--- src/rtl/cache_arb_pkg.sv ---
// Shared types and defaults for the two-port cache request arbiter.
// Optional WAIT timeout is enabled by defining CACHE_ARB_TIMEOUT_EN.
package cache_arb_pkg;

  localparam int ADDR_W_DEF = 15;
  localparam int DATA_W_DEF = 32;

  localparam logic [1:0] ST_IDLE  = 2'd0;
  localparam logic [1:0] ST_ISSUE = 2'd1;
  localparam logic [1:0] ST_WAIT  = 2'd2;
  localparam logic [1:0] ST_RESP  = 2'd3;

  typedef enum logic [1:0] {
    IDLE  = ST_IDLE,
    ISSUE = ST_ISSUE,
    WAIT  = ST_WAIT,
    RESP  = ST_RESP
  } state_t;

endpackage

--- src/rtl/cache_request_arbiter_rr_pick2.sv ---
// Combinational two-way round-robin pick.
// grant is the winning port index; only meaningful when a req is high.
module rr_pick2 (
  input  logic req0,
  input  logic req1,
  input  logic last_grant,
  output logic grant
);

  always_comb begin
    grant = 1'b0;
    unique case (1'b1)
      (req0 & req1):  grant = ~last_grant;
      (req1 & ~req0): grant = 1'b1;
      default:        grant = 1'b0;
    endcase
  end

endmodule

--- src/rtl/cache_request_arbiter.sv ---
// Two-port arbiter sequencing single cache accesses: IDLE/ISSUE/WAIT/RESP.
// Define CACHE_ARB_TIMEOUT_EN to abort a WAIT after TIMEOUT_CYC cycles.
module cache_request_arbiter
  import cache_arb_pkg::*;
#(
  parameter int ADDR_W      = ADDR_W_DEF,
  parameter int DATA_W      = DATA_W_DEF,
  parameter int TIMEOUT_CYC = 64
) (
  input  logic              globalclock,
  input  logic              reset,
  input  logic              req0,
  input  logic              req1,
  input  logic              wrEn0,
  input  logic              wrEn1,
  input  logic [ADDR_W-1:0] addr0,
  input  logic [ADDR_W-1:0] addr1,
  output logic              ack0,
  output logic              ack1,
  output logic [DATA_W-1:0] rdata,
  output logic              err,
  output logic              busy,
  output logic              cache_start,
  output logic              cache_wrEn,
  output logic [ADDR_W-1:0] cache_address,
  input  logic              cache_done,
  input  logic [DATA_W-1:0] cache_rdata
);

  state_t state;
  logic   last_grant;
  logic   winner;
  logic   pick;

`ifdef CACHE_ARB_TIMEOUT_EN
  localparam int CW =
    (TIMEOUT_CYC > 1) ? $clog2(TIMEOUT_CYC) : 1;
  localparam logic [CW-1:0] LAST = CW'(TIMEOUT_CYC - 1);
  logic [CW-1:0] cnt;
`else
  assign err = 1'b0;
`endif

  rr_pick2 u_pick (
    .req0       (req0),
    .req1       (req1),
    .last_grant (last_grant),
    .grant      (pick)
  );

  assign busy = (state != IDLE);

  always_ff @(posedge globalclock or negedge reset) begin
    if (!reset) begin
      state         <= IDLE;
      last_grant    <= 1'b1;
      winner        <= 1'b0;
      ack0          <= 1'b0;
      ack1          <= 1'b0;
      cache_start   <= 1'b0;
      cache_wrEn    <= 1'b0;
      cache_address <= '0;
      rdata         <= '0;
`ifdef CACHE_ARB_TIMEOUT_EN
      err           <= 1'b0;
      cnt           <= '0;
`endif
    end else begin
      ack0        <= 1'b0;
      ack1        <= 1'b0;
      cache_start <= 1'b0;
`ifdef CACHE_ARB_TIMEOUT_EN
      err         <= 1'b0;
`endif
      unique case (state)
        IDLE: begin
          if (req0 | req1) begin
            winner        <= pick;
            last_grant    <= pick;
            cache_address <= pick ? addr1 : addr0;
            cache_wrEn    <= pick ? wrEn1 : wrEn0;
            cache_start   <= 1'b1;
            state         <= ISSUE;
          end
        end
        ISSUE: begin
          state <= WAIT;
`ifdef CACHE_ARB_TIMEOUT_EN
          cnt   <= '0;
`endif
        end
        WAIT: begin
          // done has priority over an expiring timeout
          if (cache_done) begin
            rdata <= cache_rdata;
            ack0  <= ~winner;
            ack1  <= winner;
            state <= RESP;
          end
`ifdef CACHE_ARB_TIMEOUT_EN
          else if (cnt == LAST) begin
            rdata <= '0;
            err   <= 1'b1;
            ack0  <= ~winner;
            ack1  <= winner;
            state <= RESP;
          end else begin
            cnt <= cnt + 1'b1;
          end
`endif
        end
        RESP: state <= IDLE;
        default: state <= IDLE;
      endcase
    end
  end

endmodule

--- config.mk ---
export PLATFORM = sky130hd
export DESIGN_NAME = cache_request_arbiter
export DESIGN_NICKNAME = d
export VERILOG_FILES = /design/src/rtl/cache_arb_pkg.sv /design/src/rtl/cache_request_arbiter_rr_pick2.sv /design/src/rtl/cache_request_arbiter.sv
export SDC_FILE = /design/constraint.sdc
export NUM_CORES = 1
export LEC_CHECK = 0
export BUFFER_PORTS_ARGS = -buffer_cell sky130_fd_sc_hd__buf_2
export CORE_MARGIN = 2
export CORE_UTILIZATION = 40
export DETAILED_ROUTE_END_ITERATION = 8
export PLACE_DENSITY = 0.74
export SLEW_MARGIN = 20
export SYNTH_ARGS = -nofsm -noshare
export SYNTH_HDL_FRONTEND = slang
export SYNTH_SLANG_ARGS = --single-unit
--- constraint.sdc ---
create_clock -name globalclock -period 1.54 [get_ports globalclock]
set_input_delay 0.154 -clock globalclock [delete_from_list [all_inputs] [get_ports globalclock]]
set_output_delay 0.154 -clock globalclock [all_outputs]
set_load 0.01 [all_outputs]
==> flow_metrics.py, run 1 <==
metrics = {
    "routing": {
        "postRouteAntennaNets": 0,
        "vias": 1759,
        "viasPerCell": 4.678,
        "wl_mm": 4.510,
        "first_pass_iters": 4,
        "drtIter0Drc": 60,
        "drc": 0,
        "wl_per_cell_um": 11.99,
    },
    "critical_path": {
        "worstPathMaxFanout": 3,
        "cp-start-kind": "flip-flop",
        "end_kind": "flip-flop",
        "critPathKind": "reg2reg",
        "worst_ep_arrival_time_ns": 1.69,
        "cp.required_ns": 1.72,
    },
    "pwr": {
        "ir_drop_v": 0.0008429,
        "leakage_nw": 1.540,
        "power.total_mw": 6.068,
        "power-per-cell-area_nw_per_um2": 1993,
    },
    "die": {
        "rows": 27,
        "io-pin-count": 122,
        "fp.dieW_um": 78.49,
        "die_y_um": 78.49,
        "die_area_um2": 6161,
        "start_util_pct": 40.81,
        "fp.coreArea_um2": 5439,
    },
    "logic_synthesis": {
        "yosys.cell_count.top_type": "dfrtp_1",
        "yosysTopAreaCell": "dfrtp_1",
        "synth_fp_nets": 253,
        "syn_inst": 182,
        "synth_seq_cells": 55,
        "yosysUniqueCellTypes": 20,
        "yosysTopAreaCellShare_pct": 60.88,
        "synth-async-reset-ratio_pct": 100.0,
        "yosysWarnings": 0,
        "yosys-top-cells-count": "dfrtp_1 (54), nand2_1 (33), mux2_2 (32), nor2_1 (18), a31oi_1 (17)",
        "synth_top_flop_cell": "dfrtp_1",
        "synthTopCellsByArea": "dfrtp_1 (61%), mux2_2 (16%), nand2_1 (5.6%)",
        "synth_edf_count": 0,
        "avgSynthCellArea_um2": 12.20,
        "synth_area_um2": 2220,
        "ys_seq_area_share_pct": 62.06,
    },
    "clocking": {
        "cts_htree_levels": 2,
        "clock-sinks": 55,
        "tritoncts": "done",
        "cts_root_buf": "clkbuf_8",
        "clock_latency_ns": 0.30,
        "numCtsBuffers": 5,
        "clk_path_buf_depth": 2,
        "clk_pin_slew_ns": 0.09,
    },
    "finish": {
        "drive_above_1_share_pct": 56.25,
        "area_growth_pct": 37.20,
        "final_area_um2": 3045,
        "insertedDiodeCount": 0,
        "nFillCells": 483,
        "regArea_um2": 1378,
        "multi_input_area_um2": 763.2,
        "final_nets": 374,
        "stdcell_count": 376,
    },
    "grt": {
        "grt_usage_pct": 14.66,
        "grt_pass1_wl_mm": 7.238,
        "grt_overflow": 0,
        "antenna_found_initial": 0,
        "grt_pass1_vias": 1671,
        "grt_max_degree": 56,
    },
    "timing": {
        "slew_headroom_pct": 52.51,
        "fin_skew_ns": 0.005484,
        "worst_slew_pin_slew_ns": 0.7082,
        "hold_viol_final": 0,
        "period_minus_slack_ns": 1.506,
        "slew_viol_final": 0,
        "fin_tns_setup_ns": 0,
        "max_freq_mhz": 664.1,
        "period_share_pct": 97.77,
        "finalSetupViolations": 0,
    },
    "placed_design": {
        "dpl.cell_count": 367,
        "post-dp-hpwl_mm": 3.278,
        "place.gp.congestion": 0.7475,
        "placed_area_um2": 2915,
        "numPortBuffers": 120,
    },
    "job": {
        "maxCapViolations": 0,
    },
    "outcome": {
        "status": "finished clean",
    },
    "min_path": {
        "min_path_type": "in2reg",
    },
}
## path summary, 6_finish.rpt
| kind | from | to | slack, ns | cells after the start |
|---|---|---|---|---|
| worst max register to register | state[1] | state[1] | 0.03 | 5 |
| worst min register to register | winner | ack0 | 0.42 | 1 |
| worst max-delay path | state[1] | state[1] | 0.03 | 5 |
| max in group asynchronous | reset | last_grant | 0.88 | 3 |
| min in group asynchronous | reset | rdata[31] | 0.38 | 3 |
| worst min-delay path | cache_rdata[23] | rdata[23] | 0.08 | 2 |
## state kept, by name, indices dropped and copies added (netlist names)
register       count
ack1               1
cache_address     15
cache_start        1
state              2
winner             1
cache_wrEn         1
rdata             32
last_grant         1
ack0               1
## cell usage in the layout, fill, tap and decap left out, types with 2 or more instances in the layout
| master | n |
|---|---|
| buf_2 | 120 |
| dfrtp_1 | 54 |
| nand2_1 | 33 |
| mux2_2 | 32 |
| nor2_1 | 18 |
| a31oi_1 | 17 |
| clkbuf_8 | 6 |
| inv_1 | 3 |
| buf_12 | 3 |
| inv_2 | 2 |
## where the power goes
part | leakage [nW] | switching (mW) | internal, mW
Combinational | 0.836 | 1.27 | 1.33
Sequential | 0.643 | 0.332 | 2.18
Clock | 0.0612 | 0.439 | 0.526
Total | 1.54 | 2.04 | 4.03
## per-layer routing
layer	GRT usage, %	vias to the layer above	share of wire, %
met5	0	-	0
met4	4.386	0	1.1
met3	4.023	6	7.8
met2	25.26	73	48
met1	17.98	831	44
li1	-	849	-
## cell families after synthesis
logic type	after synthesis	synth area share, %
buffers and inverters	16	3.664
adder cells (fa/ha/maj)	2	1.127
other	1	0.1689
AO/OA/AOI/OAI	24	7.441
flip-flops	55	62.06
multiplexers	33	16.91
AND/OR/NAND/NOR	51	8.624
## cell type report
class / count / area share, %
Timing Repair Buffer: 125 / 22.27
Clock inverter: 2 / 1.150
Clock buffer: 6 / 2.712
Multi-Input combinational cell: 111 / 25.06
Inverter: 5 / 0.6163
Sequential cell: 55 / 45.23
Tap cell: 72 / 2.958
## worst max-delay path, cell delays in order (launching register included)
cell	delay, ns
dfrtp_1	0.40
inv_1	0.08
ha_2	0.19
inv_2	0.05
o32a_1	0.37
mux2_4	0.31
## metrics by stage
stage	utilization, %	setup WS (ns)	hold WS (ns)
4_1_cts	55.95	0.04559	0.06859
3_3_place_gp	53.60	0.1073	0.1735
2_1_floorplan	-	0.03540	-0.1416
3_5_place_dp	53.60	0.05970	0.1807
6_report	55.99	0.03427	0.07919
5_1_grt	55.99	-0.01141	0.06657
## timing repair
item	in CTS	in global routing
setup endpoints to repair	0	1
endpoints found under the hold margin	54	0
hold buffers	1	0
buffers inserted	0	0
gates resized for setup	0	2
(Power assumes the default switching activity.)
==> inputs of run 2 (changes only) <==
--- a/config.mk
+++ b/config.mk
@@ -7,9 +7,10 @@
 export LEC_CHECK = 0
 export BUFFER_PORTS_ARGS = -buffer_cell sky130_fd_sc_hd__buf_2
 export CORE_MARGIN = 2
-export CORE_UTILIZATION = 40
+export CORE_UTILIZATION = 41
+export CTS_BUF_LIST = sky130_fd_sc_hd__clkbuf_2
 export DETAILED_ROUTE_END_ITERATION = 8
-export PLACE_DENSITY = 0.74
+export PLACE_DENSITY = 0.76
 export SLEW_MARGIN = 20
 export SYNTH_ARGS = -nofsm -noshare
 export SYNTH_HDL_FRONTEND = slang
==> run 2 against run 1 <==
Worst hold slack worse by 0.037 ns. Sequential cell count unchanged. First-iteration DRC count is 37% higher. Die area down 2.3%. Setup slack got worse by 0.0045 ns. Non-clock buffer count rose by 73. Global-route usage grew 9.2 points. Design area up 24%. Sequential power is 2% higher. Via count up 25%. Critical path depth stayed put. Largest power group unchanged. Highest routed layer unchanged.
==> flow_metrics.py, run 2 (synthesis gave the netlist of run 1 again) <==
metrics = {
    "outcome": {
        "status": "finished clean",
    },
    "timing": {
        "period_share_pct": 98.06,
        "slew_viol_final": 0,
        "finalSetupViolations": 0,
        "whs_ns": 0.04220,
        "fin_skew_ns": 0.02212,
        "hold_viol_final": 0,
        "max_freq_mhz": 662.2,
        "period_minus_slack_ns": 1.510,
        "rsz0062_at_grt": "no",
    },
    "routing": {
        "viasPerCell": 4.904,
        "wl_per_cell_um": 15.82,
        "wl_mm": 7.072,
        "first_pass_iters": 4,
        "drc": 0,
        "drtIter0Drc": 82,
        "vias": 2192,
        "postRouteAntennaNets": 0,
    },
    "finish": {
        "multi_input_area_um2": 798.3,
        "regArea_um2": 1378,
        "final_cell_mix": "buf_2 (119), dlygate4sd3_1 (67), dfrtp_1 (54)",
        "area_growth_pct": 70.63,
        "final_nets": 447,
        "reg.largest.list": "rdata (32), cache_address (15), state (2)",
        "regMostFlops": "rdata",
        "nFillCells": 325,
        "largest_reg_flops": 32,
        "drive_above_1_share_pct": 48.01,
        "final_common_cell": "buf_2",
        "insertedDiodeCount": 0,
    },
    "critical_path": {
        "critPathKind": "reg2reg",
        "worst_ep_arrival_time_ns": 1.88,
        "end_kind": "flip-flop",
        "cp-start-kind": "flip-flop",
        "crit_slowest_cell": "dfrtp_1",
        "cp.required_ns": 1.91,
        "worstPathMaxFanout": 13,
        "cp_cell_sequence": "buf_4 > ha_2 > nand2_4 > buf_12 > mux2_2",
        "slowest_delay_ns": 0.47,
        "crit_family": "flip-flops",
        "crit_buf_inv": 2,
    },
    "pwr": {
        "seqPwrFrac_pct": 40.5,
        "ir_drop_v": 0.0007927,
        "p_clk_share_pct": 9.1,
        "p_sw_mw": 2.335,
        "leakage_nw": 1.855,
        "switching_share_pct": 37.07,
        "power-per-cell-area_nw_per_um2": 1663,
        "combPwrFrac_pct": 50.4,
        "power.total_mw": 6.299,
        "intPower_mw": 3.964,
    },
    "die": {
        "die_area_um2": 6019,
        "die_y_um": 77.58,
        "rows": 26,
        "start_util_pct": 42.91,
        "fp.coreArea_um2": 5172,
        "io-pin-count": 122,
        "fp.dieW_um": 77.58,
    },
    "grt": {
        "grt_usage_pct": 23.87,
        "grt_overflow": 0,
        "grt_pass1_vias": 2298,
        "antenna_found_initial": 0,
        "grt_pass1_wl_mm": 11.16,
        "grt_max_degree": 34,
    },
    "clocking": {
        "tritoncts": "done",
        "cts_root_buf": "clkbuf_2",
        "clk_pin_slew_ns": 0.28,
        "numCtsBuffers": 5,
        "cts_htree_levels": 2,
        "clock_latency_ns": 0.44,
        "clock-sinks": 55,
        "clk_path_buf_depth": 2,
    },
    "min_path": {
        "min_path_type": "in2async",
    },
    "placed_design": {
        "numPortBuffers": 120,
        "place.gp.congestion": 0.7625,
        "post-dp-hpwl_mm": 3.720,
    },
    "job": {
        "maxCapViolations": 0,
    },
}
==> run 2: path summary, 6_finish.rpt <==
kind | startpoint | to | slack (ns) | depth (start not counted)
max | state[1] | rdata[16] | 0.03 | 5
min | reset | rdata[21] | 0.04 | 2
max reg2reg | state[1] | rdata[16] | 0.03 | 5
min reg2reg | winner | ack0 | 0.45 | 1
max in group asynchronous | reset | cache_address[2] | 0.99 | 3
min in group globalclock | cache_done | ack1 | 0.13 | 4
==> run 2: routing by layer <==
metal  routed length, um  track usage (%)
met1                2653            26.34
met3                 531            6.860
met2                3647            42.59
met4                 241            10.18
met5                   0                0
==> run 2: power groups by stage <==
stage | registers, mW | logic (mW) | clock network [mW]
2_1_floorplan | 2.87 | 1.22 | 0
3_3_place_gp | 2.50 | 2.61 | 0
3_5_place_dp | 2.54 | 2.68 | 0
4_1_cts | 2.50 | 2.99 | 0.578
5_1_grt | 2.63 | 3.43 | 0.647
6_report | 2.55 | 3.18 | 0.571
==> run 2: stage by stage <==
stage	worst slack, ns	cells	instance area (um2)	util [%]	TNS (ns)
3_5_place_dp	0.07597	368	2935	56.75	0
2_1_floorplan	0.03540	182	2220	-	0
4_1_cts	-0.008117	446	3726	72.04	-0.008117
6_report	0.02982	447	3787	73.22	0
5_1_grt	0.0009457	447	3787	73.22	0
3_3_place_gp	0.1160	368	2935	56.75	0
==> run 2: area by class of cell <==
class,count,share of cell area [%]
Timing Repair Buffer,198,38.55
Multi-Input combinational cell,111,21.08
Sequential cell,55,36.37
Clock inverter,3,0.5286
Tap cell,70,2.313
Clock buffer,5,0.6607
Inverter,5,0.4955
==> run 2: what timing repair did <==
item                                    CTS  global route
setup buffers                             2             0
gates cloned                              1             2
pin swaps                                 2             1
endpoints found under the hold margin   104             0
resized for setup                        10             4
hold buffers                             67             0
endpoints found under the setup margin    1            18
==> inputs of run 3 (changes only) <==
--- a/config.mk
+++ b/config.mk
@@ -5,7 +5,7 @@
 export SDC_FILE = /design/constraint.sdc
 export NUM_CORES = 1
 export LEC_CHECK = 0
-export BUFFER_PORTS_ARGS = -buffer_cell sky130_fd_sc_hd__buf_2
+export BUFFER_PORTS_ARGS = -buffer_cell sky130_fd_sc_hd__clkbuf_2
 export CORE_MARGIN = 2
 export CORE_UTILIZATION = 41
 export CTS_BUF_LIST = sky130_fd_sc_hd__clkbuf_2
==> run 3 against run 2 <==
Wire length fell by 2.1%. Design area fell by 1.3%. Final cell count fell by 0.67%. Utilization fell by 0.97 points. Sequential power barely moved. Global-route usage fell by 1.2 points. Combinational power fell by 6.3%. Worst hold slack improved by 0.11 ns. Sequential share of layout area rose by 0.49 points. Via count fell by 2.2%.
==> flow_metrics.py, run 3 (synthesis gave the netlist of run 1 again) <==
metrics = {
    "critical_path": {
        "ff2ff_setup_slack_ns": 0.06,
        "end_kind": "flip-flop",
        "worstPathMaxFanout": 3,
        "cp.required_ns": 1.89,
        "cp_cell_sequence": "inv_1 > ha_4 > inv_2 > o32a_1 > mux2_4",
        "critPathKind": "reg2reg",
        "worst_ep_arrival_time_ns": 1.84,
        "slowest_delay_ns": 0.46,
        "cp-start-kind": "flip-flop",
        "crit_family": "flip-flops",
        "crit_slowest_cell": "dfrtp_1",
        "crit_buf_inv": 2,
    },
    "clocking": {
        "clk_path_buf_depth": 2,
        "numCtsBuffers": 5,
        "clock_latency_ns": 0.43,
        "cts_root_buf": "clkbuf_2",
        "tritoncts": "done",
        "clock-sinks": 55,
        "clk_pin_slew_ns": 0.25,
        "cts_htree_levels": 2,
    },
    "timing": {
        "slew_viol_final": 0,
        "rsz0062_at_grt": "no",
        "fin_skew_ns": 0.01075,
        "max_freq_mhz": 673.6,
        "fin_tns_setup_ns": 0,
        "finalWorstSetupSlack_ns": 0.05551,
        "period_share_pct": 96.40,
        "finalSetupViolations": 0,
        "period_minus_slack_ns": 1.484,
        "hold_viol_final": 0,
    },
    "placed_design": {
        "dpl.cell_count": 367,
        "numPortBuffers": 120,
        "place.gp.congestion": 0.7853,
        "place_ws_ns": 0.05360,
        "post-dp-hpwl_mm": 3.746,
    },
    "routing": {
        "viasPerCell": 4.827,
        "wl_per_cell_um": 15.59,
        "drc": 0,
        "first_pass_iters": 4,
        "postRouteAntennaNets": 0,
        "wl_mm": 6.920,
        "drtIter0Drc": 82,
        "vias": 2143,
    },
    "finish": {
        "area_growth_pct": 68.38,
        "regMostFlops": "rdata",
        "final_cell_mix": "clkbuf_2 (125), dlygate4sd3_1 (67), dfrtp_1 (54)",
        "stdcell_count": 444,
        "final_common_cell": "clkbuf_2",
        "largest_reg_flops": 32,
        "reg.largest.list": "rdata (32), cache_address (15), state (2)",
        "drive_above_1_share_pct": 47.18,
        "final_nets": 444,
    },
    "die": {
        "die_y_um": 77.58,
        "start_util_pct": 42.91,
        "rows": 26,
        "io-pin-count": 122,
        "die_area_um2": 6019,
        "fp.dieW_um": 77.58,
        "fp.coreArea_um2": 5172,
    },
    "pwr": {
        "leakage_nw": 1.858,
        "power-per-cell-area_nw_per_um2": 1671,
        "ir_drop_v": 0.0007501,
    },
    "job": {
        "maxCapViolations": 0,
    },
    "grt": {
        "grt_max_degree": 35,
        "grt_pass1_vias": 2188,
        "grt_usage_pct": 22.71,
        "antenna_found_initial": 0,
        "grt_pass1_wl_mm": 10.60,
        "grt_overflow": 0,
    },
    "outcome": {
        "status": "finished clean",
    },
    "min_path": {
        "min_path_type": "in2reg",
    },
}
-- run 3: worst paths after layout --
| kind | startpoint | endpoint | depth (start not counted) |
|---|---|---|---|
| max | state[1] | state[1] | 5 |
| min | cache_done | state[0] | 3 |
| max reg2reg | state[1] | state[1] | 5 |
| min reg2reg | winner | ack0 | 1 |
| max in group asynchronous | reset | rdata[15] | 3 |
| min in group asynchronous | reset | ack1 | 2 |
-- run 3: stage by stage --
| stage | instance area [um2] | total power, mW | hold WS (ns) | utilization, % |
|---|---|---|---|---|
| final | 3737 | 6.243 | 0.1499 | 72.25 |
| after global routing | 3735 | 6.645 | 0.1343 | 72.21 |
| after CTS | 3661 | 6.021 | 0.1143 | 70.78 |
| after detailed placement | 2928 | 5.217 | 0.1482 | 56.60 |
| after global placement | 2928 | 5.103 | 0.1299 | 56.60 |
| after floorplan | 2220 | 4.090 | -0.1416 | - |
-- run 3: cell type report --
class | count | area (um2)
fillers | 359 | 1435
repair buffers | 195 | 1404
flip-flops and latches | 55 | 1378
multi-input cells | 111 | 784.5
well taps | 70 | 87.58
clock inverters | 2 | 37.54
clock buffers | 5 | 25.02
inverters | 5 | 18.77
diodes | 1 | 2.502
-- run 3: layer usage --
metal | part of all wire (%) | vias up | global-route usage, %
met5 | 0 | - | 0
met4 | 4.8 | 0 | 12.32
met3 | 7.5 | 27 | 6.628
met2 | 50 | 120 | 40.09
met1 | 38 | 998 | 24.25
li1 | - | 998 | -
-- run 3: worst min-delay path, cell delays in order --
cell	delay [ns]
clkbuf_2	0.10
o32a_1	0.18
o22a_1	0.13
-- run 3: what timing repair did --
action                                  CTS  global route
hold buffers                             67             0
endpoints found under the hold margin    63             0
buffers inserted                          0             0
resized for setup                         0             6
endpoints found under the setup margin    0            21
-- run 3: power breakdown --
group / internal [mW] / switching (mW)
Combinational: 1.53 / 1.44
Sequential: 2.17 / 0.395
Clock: 0.264 / 0.437
